File: src/rtl/syscall_ctrl.sv
// SYSCALL sequencing controller: print/exit handling, stall generation and run statistics.
// Optional pause service (code 50, resumed by the board button) is built when SYSCALL_PAUSE_EN is defined.
//
// state | meaning
// RUN   | normal execution, syscalls accepted
// HOLD  | post-print stall, counting down hold_cnt_q
// PAUSE | waiting for a resume button rise (SYSCALL_PAUSE_EN only)
// HALT  | exit executed, terminal until reset
module syscall_ctrl #(
  parameter int CNT_W       = 32,
  parameter int HOLD_CYCLES = 4,
  parameter int EXIT_CODE   = 10,
  parameter int PRINT_CODE  = 34
) (
  input  logic             clk,
  input  logic             rst_n,
  input  logic             instr_valid,
  input  logic             is_syscall,
  input  logic [31:0]      v0,
  input  logic [31:0]      a0,
  input  logic             resume,
  output logic             stall,
  output logic             halted,
  output logic [31:0]      disp,
  output logic             disp_upd,
  output logic             bad_code,
  output logic [CNT_W-1:0] cycle_cnt,
  output logic [15:0]      syscall_cnt
);

  typedef enum logic [1:0] {RUN, HOLD, PAUSE, HALT} state_e;

  localparam logic [31:0] EXIT_V    = 32'(EXIT_CODE);
  localparam logic [31:0] PRINT_V   = 32'(PRINT_CODE);
  localparam logic [7:0]  HOLD_INIT = (HOLD_CYCLES > 0) ? 8'(HOLD_CYCLES - 1) : 8'd0;
`ifdef SYSCALL_PAUSE_EN
  localparam logic [31:0] PAUSE_V   = 32'd50;
`endif

  state_e           state_q, state_d;
  logic [7:0]       hold_cnt_q, hold_cnt_d;
  logic [31:0]      disp_q, disp_d;
  logic             disp_upd_q, disp_upd_d;
  logic             bad_code_q, bad_code_d;
  logic [CNT_W-1:0] cycle_cnt_q, cycle_cnt_d;
  logic [15:0]      syscall_cnt_q, syscall_cnt_d;
  logic             resume_q;
  logic             rise;
  logic             accept;

  assign rise   = resume & ~resume_q;
  assign accept = (state_q == RUN) && instr_valid && is_syscall;

  always_comb begin
    state_d       = state_q;
    hold_cnt_d    = hold_cnt_q;
    disp_d        = disp_q;
    disp_upd_d    = 1'b0;
    bad_code_d    = bad_code_q;
    cycle_cnt_d   = cycle_cnt_q;
    syscall_cnt_d = syscall_cnt_q;

    if (state_q != HALT && cycle_cnt_q != '1)
      cycle_cnt_d = cycle_cnt_q + CNT_W'(1);

    case (state_q)
      RUN: begin
        if (accept) begin
          if (syscall_cnt_q != 16'hFFFF)
            syscall_cnt_d = syscall_cnt_q + 16'd1;
          if (v0 == EXIT_V) begin
            state_d = HALT;
          end else if (v0 == PRINT_V) begin
            disp_d     = a0;
            disp_upd_d = 1'b1;
            if (HOLD_CYCLES > 0) begin
              state_d    = HOLD;
              hold_cnt_d = HOLD_INIT;
            end
          end
`ifdef SYSCALL_PAUSE_EN
          else if (v0 == PAUSE_V) begin
            state_d    = PAUSE;
            disp_d     = a0;
            disp_upd_d = 1'b1;
          end
`endif
          else begin
            bad_code_d = 1'b1;
          end
        end
      end
      HOLD: begin
        if (hold_cnt_q == 8'd0)
          state_d = RUN;
        else
          hold_cnt_d = hold_cnt_q - 8'd1;
      end
      // Unreachable unless the pause service is built in.
      PAUSE: begin
        if (rise)
          state_d = RUN;
      end
      HALT: begin
        state_d = HALT;
      end
      default: state_d = RUN;
    endcase
  end

  always_ff @(posedge clk) begin
    if (!rst_n) begin
      state_q       <= RUN;
      hold_cnt_q    <= 8'd0;
      disp_q        <= 32'd0;
      disp_upd_q    <= 1'b0;
      bad_code_q    <= 1'b0;
      cycle_cnt_q   <= '0;
      syscall_cnt_q <= 16'd0;
      resume_q      <= 1'b0;
    end else begin
      state_q       <= state_d;
      hold_cnt_q    <= hold_cnt_d;
      disp_q        <= disp_d;
      disp_upd_q    <= disp_upd_d;
      bad_code_q    <= bad_code_d;
      cycle_cnt_q   <= cycle_cnt_d;
      syscall_cnt_q <= syscall_cnt_d;
      resume_q      <= resume;
    end
  end

  assign stall       = (state_q != RUN);
  assign halted      = (state_q == HALT);
  assign disp        = disp_q;
  assign disp_upd    = disp_upd_q;
  assign bad_code    = bad_code_q;
  assign cycle_cnt   = cycle_cnt_q;
  assign syscall_cnt = syscall_cnt_q;

endmodule

File: config.mk
export PLATFORM = sky130hd
export DESIGN_NAME = syscall_ctrl
export DESIGN_NICKNAME = d
export VERILOG_FILES = /design/src/rtl/syscall_ctrl.sv
export SDC_FILE = /design/constraint.sdc
export NUM_CORES = 1
export LEC_CHECK = 0
export CORE_AREA = 2 2 98 100
export CTS_CLUSTER_SIZE = 40
export DETAILED_ROUTE_END_ITERATION = 16
export DIE_AREA = 0 0 100 102
export DONT_BUFFER_PORTS = 1
export PLACE_DENSITY = 0.69
export SLEW_MARGIN = 0
export SYNTH_ARGS = -nofsm -noshare
export SYNTH_HDL_FRONTEND = slang
export SYNTH_SLANG_ARGS = --single-unit
File: constraint.sdc
create_clock -name clk -period 2.65 [get_ports clk]
set_input_delay 0.795 -clock clk [delete_from_list [all_inputs] [get_ports clk]]
set_output_delay 0.795 -clock clk [all_outputs]
set_load 0.01 [all_outputs]
==> flow_metrics.tcl, run 1 <==
set metrics [dict create \
    status "finished, final reports clean" \
    cp-start-kind "flop" \
    worst-path-buf-inv 2 \
    timing.fmax_mhz 414.9 \
    antenna_found_initial 0 \
    path_max_fanout 32 \
    chipHeight_um 102 \
    hold_depth 2 \
    rsz0062_at_grt "false" \
    synth.largest_area_cell "dfxtp_1" \
    cts_resized 0 \
    cts_setup_buffers 0 \
    crit_type "flop to flop" \
    syn_to_final_growth_pct 8.194 \
    multi_input_area_mm2 0.002422 \
    io_buffer_count 0 \
    yosys-top-cells-area "dfxtp_1 (42%), mux2i_1 (8.6%), nor2_1 (4.8%)" \
    timing.final.crit_share_pct 90.94 \
    r2r-end "disp[5]" \
    finalCoreUtilization_pct 52.60 \
    cts_buffer_depth 2 \
    clk_pin_slew_ns 0.09 \
    wl_per_cell_um 16.28 \
    async_reset_ff_share_pct 0 \
    first_global_vias 3618 \
    min_to "hold_cnt_q[6]" \
    crit_required_ns 2.86 \
    slew_headroom_pct 40.29 \
    power.leakage_uw 0.001570 \
    first_iter_violations 131 \
    ys.flop_type "dfxtp_1" \
    n_fill_cell 848 \
    dr_total_vias 3815 \
    row_count 35 \
    finalClockSkew_ns 0.01108 \
    cts_sinks 93 \
    ioPinCount 153 \
    netlist_instances 495 \
    num_antenna_cells 0 \
    syn_area_per_cell_um2 8.945 \
    vdd_drop_max_v 0.0002591 \
    die_x_um 100 \
    dieArea_mm2 0.01020 \
    ys_seq_area_share_pct 42.05 \
    netlist_area_mm2 0.004428 \
    tns_ns 0 \
    synth_edf_count 0 \
    crit_arrival_ns 2.62 \
    grt_overflow_total 0 \
    worst_pin_slew_ns 0.8957 \
    fin_crit_ns 2.410 \
    h-tree-depth 3 \
    finalWirelength_um 10030 \
    grt_usage_pct 19.43 \
    hold_buffers 0 \
    path_cells "inv_1 -> ha_1 -> and3_1 -> nand3b_1 -> nor3_4 -> buf_12 -> mux2i_1 -> nor2_1" \
    critPathSlowestCell "ha_1" \
    synth.top_cell.area_share_pct 42.05 \
    end_kind "flop" \
    vias_per_cell 6.193 \
    hp-class "flop to flop" \
    hp-start "hold_cnt_q[6]" \
    synth_warnings 0 \
    ff_latch_area_mm2 0.001862 \
    power.density_mw_per_mm2 606.2 \
    synthDistinctLibCells 55 \
    cts_tree "built" \
    cts_buffers 9 \
    core-area_mm2 0.009109 \
    finalHoldViolations 0 \
    drive_above_1_share_pct 7.723 \
    r2r_setup_slack_ns 0.24 \
    crit_family "simple AND/OR/NAND/NOR gates" \
    synth_fp_nets 572 \
    gp_congestion 0.8654 \
    most-common-layout-cells "dfxtp_1 (93), nor2_1 (57), mux2i_1 (38), a21oi_1 (29), nand2_1 (28)" \
    cpPeakStageDelay_ns 0.37 \
    drc 0 \
    final_nets 577 \
    ant_nets 0 \
    grt_max_degree 53 \
    maxSlewViolCount 0 \
    grt_pass1_wl_um 16200 \
    clk_latency_ns 0.36 \
    cap_violations 0 \
    r2r_cells 8 \
    layout_commonest_cell "dfxtp_1" \
    synth.ff_latch_count 93 \
    clockRootBuffer "clkbuf_8" \
    report.final.setup_viol 0 \
    initial_utilization_pct 48.61 \
    dr.pass1.iters 4 \
    hpwl_um 7296 \
    r2r-start "state_q[0]" \
]
==> logic make-up (layout without fill, tap and decap cells) <==
| group | after synthesis | count (layout) | synth area share, % |
|---|---|---|---|
| AO/OA/AOI/OAI | 101 | 101 | 15.68 |
| XOR/XNOR | 13 | 13 | 2.571 |
| adder cells (fa/ha/maj) | 8 | 8 | 2.261 |
| buffers and inverters | 33 | 43 | 3.391 |
| flip-flops | 93 | 93 | 42.05 |
| multiplexers | 38 | 38 | 8.590 |
| AND/OR/NAND/NOR | 209 | 209 | 25.46 |
==> cells in the mapped netlist, types with 7 or more instances <==
cell type,count
dfxtp_1,93
nor2_1,57
mux2i_1,38
a21oi_1,29
nand2_1,28
o21ai_0,21
or3_1,21
nand3_1,19
nand4_1,18
or4_1,14
clkbuf_1,13
nor4_1,13
o31ai_1,12
inv_1,11
and4_1,8
ha_1,8
xor2_1,7
==> registers in the layout, indices dropped and copies added (netlist names) <==
register,flops
bad_code,1
resume_q,1
disp_upd,1
hold_cnt_q,8
cycle_cnt,32
state_q,2
syscall_cnt,16
disp,32
==> metal layers <==
layer / GRT usage, % / routed length [um] / vias to the layer above / share of wire, %
li1: - / - / 1850 / -
met2: 34.25 / 4917 / 115 / 49
met1: 22.67 / 4380 / 1832 / 44
met4: 7.903 / 183 / 0 / 1.8
met3: 4.925 / 550 / 18 / 5.5
met5: 0 / 0 / - / 0
==> cell type report <==
cell class | instances | area share, %
multi-input cells | 369 | 50.56
flip-flops and latches | 93 | 38.86
well taps | 111 | 2.899
repair buffers | 15 | 2.612
clock buffers | 9 | 2.586
clock inverters | 7 | 1.541
inverters | 12 | 0.9402
==> worst min-delay path, stage by stage, from the launching register on <==
cell,delay (ns)
dfxtp_1,0.34
nand2_1,0.06
o22ai_1,0.07
==> power breakdown <==
part / switching, uW / internal (uW) / leakage, uW / total, uW
Clock: 512 / 439 / 0.0000996 / 951
Sequential: 57.8 / 1440 / 0.000750 / 1490
Combinational: 283 / 175 / 0.000720 / 458
Total: 853 / 2050 / 0.00157 / 2900
==> worst max-delay path by stage <==
stage / startpoint / to / slack, ns / depth (start not counted)
3_5_place_dp: v0[0] / disp[5] / 0.21 / 7
2_1_floorplan: v0[2] / disp[2] / 0.20 / 6
6_report: state_q[0] / disp[5] / 0.24 / 8
3_3_place_gp: v0[2] / disp[14] / 0.32 / 7
5_1_grt: state_q[0] / disp[24] / 0.1 / 8
4_1_cts: state_q[0] / disp[5] / 0.24 / 8
==> through the flow <==
step	std cells	hold slack (ns)	worst slack [ns]	cell area [um^2]	power [uW]
4_1_cts	616	0.5079	0.2440	4791	2935
6_report	616	0.5061	0.2400	4791	2904
5_1_grt	616	0.5346	0.09867	4791	3062
3_5_place_dp	600	0.4951	0.2070	4593	1985
2_1_floorplan	495	0.4543	0.1989	4428	1897
3_3_place_gp	600	0.4643	0.3166	4593	1971
Power figures use the tool's default switching activity.
==> inputs of run 2 (changes only) <==
--- a/config.mk
+++ b/config.mk
@@ -5,12 +5,11 @@
 export SDC_FILE = /design/constraint.sdc
 export NUM_CORES = 1
 export LEC_CHECK = 0
-export CORE_AREA = 2 2 98 100
+export CORE_AREA = 2 2 102 104
 export CTS_CLUSTER_SIZE = 40
 export DETAILED_ROUTE_END_ITERATION = 16
-export DIE_AREA = 0 0 100 102
-export DONT_BUFFER_PORTS = 1
-export PLACE_DENSITY = 0.69
+export DIE_AREA = 0 0 104 106
+export PLACE_DENSITY = 0.85
 export SLEW_MARGIN = 0
 export SYNTH_ARGS = -nofsm -noshare
 export SYNTH_HDL_FRONTEND = slang
==> run 2 against run 1 <==
- final cell count up 30%
- clock power up 13%
- sequential power about the same
- maximum frequency down 1.4%
- global-route usage up 1.9 points
- clock skew down 0.0045 ns
- critical path type is now flop to output pin
- largest cell class unchanged
==> flow_metrics.tcl, run 2 (synthesized netlist as in run 1, its figures left out) <==
set metrics [dict create \
    hold_depth 2 \
    cpPeakStageDelay_ns 0.53 \
    finalClockSkew_ns 0.006569 \
    row_count 37 \
    hp-start "bad_code" \
    grt_max_degree 40 \
    design_area_mm2 0.006440 \
    vdd_drop_max_v 0.0003896 \
    vias_per_cell 5.567 \
    first_iter_violations 232 \
    worst_pin_slew_ns 0.7577 \
    end_kind "output pin" \
    cts_sinks 93 \
    ant_nets 0 \
    power.leakage_uw 0.002189 \
    path_cells "ha_1 -> buf_4 -> clkdlybuf4s50_1" \
    critPathSlowestCell "clkdlybuf4s50_1" \
    drive_above_1_share_pct 7.068 \
    first_global_vias 4194 \
    die_x_um 104 \
    gp_congestion 0.8087 \
    most-common-layout-cells "clkdlybuf4s50_1 (151), dfxtp_1 (93), nor2_1 (57), mux2i_1 (38), a21oi_1 (29)" \
    final_nets 737 \
    syn_to_final_growth_pct 45.44 \
    cp-start-kind "flop" \
    grt_pass1_wl_um 19520 \
    layout_commonest_cell "clkdlybuf4s50_1" \
    placed_cell_area_mm2 0.006206 \
    cts_buffers 9 \
    cap_violations 0 \
    maxSlewViolCount 0 \
    crit_required_ns 1.86 \
    crit_type "flop to output pin" \
    finalHoldViolations 0 \
    ioPinCount 153 \
    num_antenna_cells 0 \
    slew_headroom_pct 49.02 \
    dr_total_vias 4459 \
    min_to "bad_code" \
    rsz0062_at_grt "false" \
    report.final.setup_viol 0 \
    chipHeight_um 106 \
    status "finished, final reports clean" \
    final_cells 801 \
    clockRootBuffer "clkbuf_8" \
    dieArea_mm2 0.01102 \
    hp-class "flop to flop" \
    clk_latency_ns 0.36 \
    h-tree-depth 3 \
    totalPowerFinal_uw 3227 \
    dp.cells 785 \
    timing.fmax_mhz 409.1 \
    antenna_found_initial 0 \
    cts_buffer_depth 2 \
    r2r-start "hold_cnt_q[0]" \
    initial_utilization_pct 44.28 \
    path_max_fanout 4 \
    io_buffer_count 152 \
    r2r-end "state_q[0]" \
    fin_crit_ns 2.444 \
    grt_usage_pct 21.35 \
    drc 0 \
    crit_arrival_ns 1.65 \
    wl_per_cell_um 14.46 \
    hpwl_um 8748 \
    timing.final.crit_share_pct 92.23 \
    cts_tree "built" \
    r2r_setup_slack_ns 0.28 \
    r2r_cells 7 \
    power.density_mw_per_mm2 501.0 \
    finalWirelength_um 11580 \
    clk_pin_slew_ns 0.08 \
    grt_overflow_total 0 \
    dr.pass1.iters 5 \
    core-area_mm2 0.01000 \
]
run 2: changes by cell type in the layout (fill, tap and decap cells not counted), moves of 2 or more:
cell	change
buf_4	+8
clkdlybuf4s50_1	+151
clkbuf_8	+2
clkinv_4	-2
run 2: what timing repair did:
action                     in CTS  in global routing
gates resized for setup         0                  2
hold buffers                    0                  0
setup endpoints to repair       0                  2
hold endpoints to repair        0                  0
buffers inserted                0                  0
run 2: worst max-delay path, delay by kind of cell, from the launching register on:
family,cells,cell delay [ns]
adder cells (fa/ha/maj),1,0.21
buffers and inverters,2,0.68
flip-flops,1,0.40
run 2: worst max path at each step:
stage / start / cells after the start / to
floorplan: v0[2] / 6 / disp[2]
global placement: v0[2] / 8 / disp[13]
detailed placement: v0[2] / 8 / disp[11]
CTS: state_q[0] / 4 / stall
global route: v0[26] / 8 / hold_cnt_q[5]
finish: state_q[0] / 3 / halted
run 2: routing by layer:
layer  vias up  global-route usage [%]  wire [um]
met3        13                   5.763        975
li1       2176                       -          -
met1      2075                   25.57       4742
met5         -                       0          0
met4         0                   8.108        177
met2       195                   36.65       5687
run 2: where the power goes:
part / internal [uW] / total (uW) / switching, uW
combinational: 331 / 669 / 339
clock: 581 / 1070 / 491
sequential: 1440 / 1490 / 49.7
run 2: layout make-up:
class	count	area, um^2
timing repair buffer	175	1709
fill	833	3560
clock inverter	4	70.07
multi-input combinational	369	2429
clock buffer	12	155.1
tap	136	170.2
sequential	93	1862
inverter	12	45.04
run 2: metrics by stage:
| stage | setup TNS (ns) | utilization [%] | hold WS, ns | setup WS (ns) |
|---|---|---|---|---|
| 3_3_place_gp | -4.479 | 62.06 | 0.4608 | -0.1314 |
| 5_1_grt | 0 | 64.40 | 0.5252 | 0.03584 |
| 3_5_place_dp | -5.842 | 62.06 | 0.4612 | -0.1869 |
| 6_report | 0 | 64.40 | 0.4996 | 0.2058 |
| 2_1_floorplan | 0 | - | 0.4543 | 0.1989 |
| 4_1_cts | 0 | 64.31 | 0.4929 | 0.05773 |
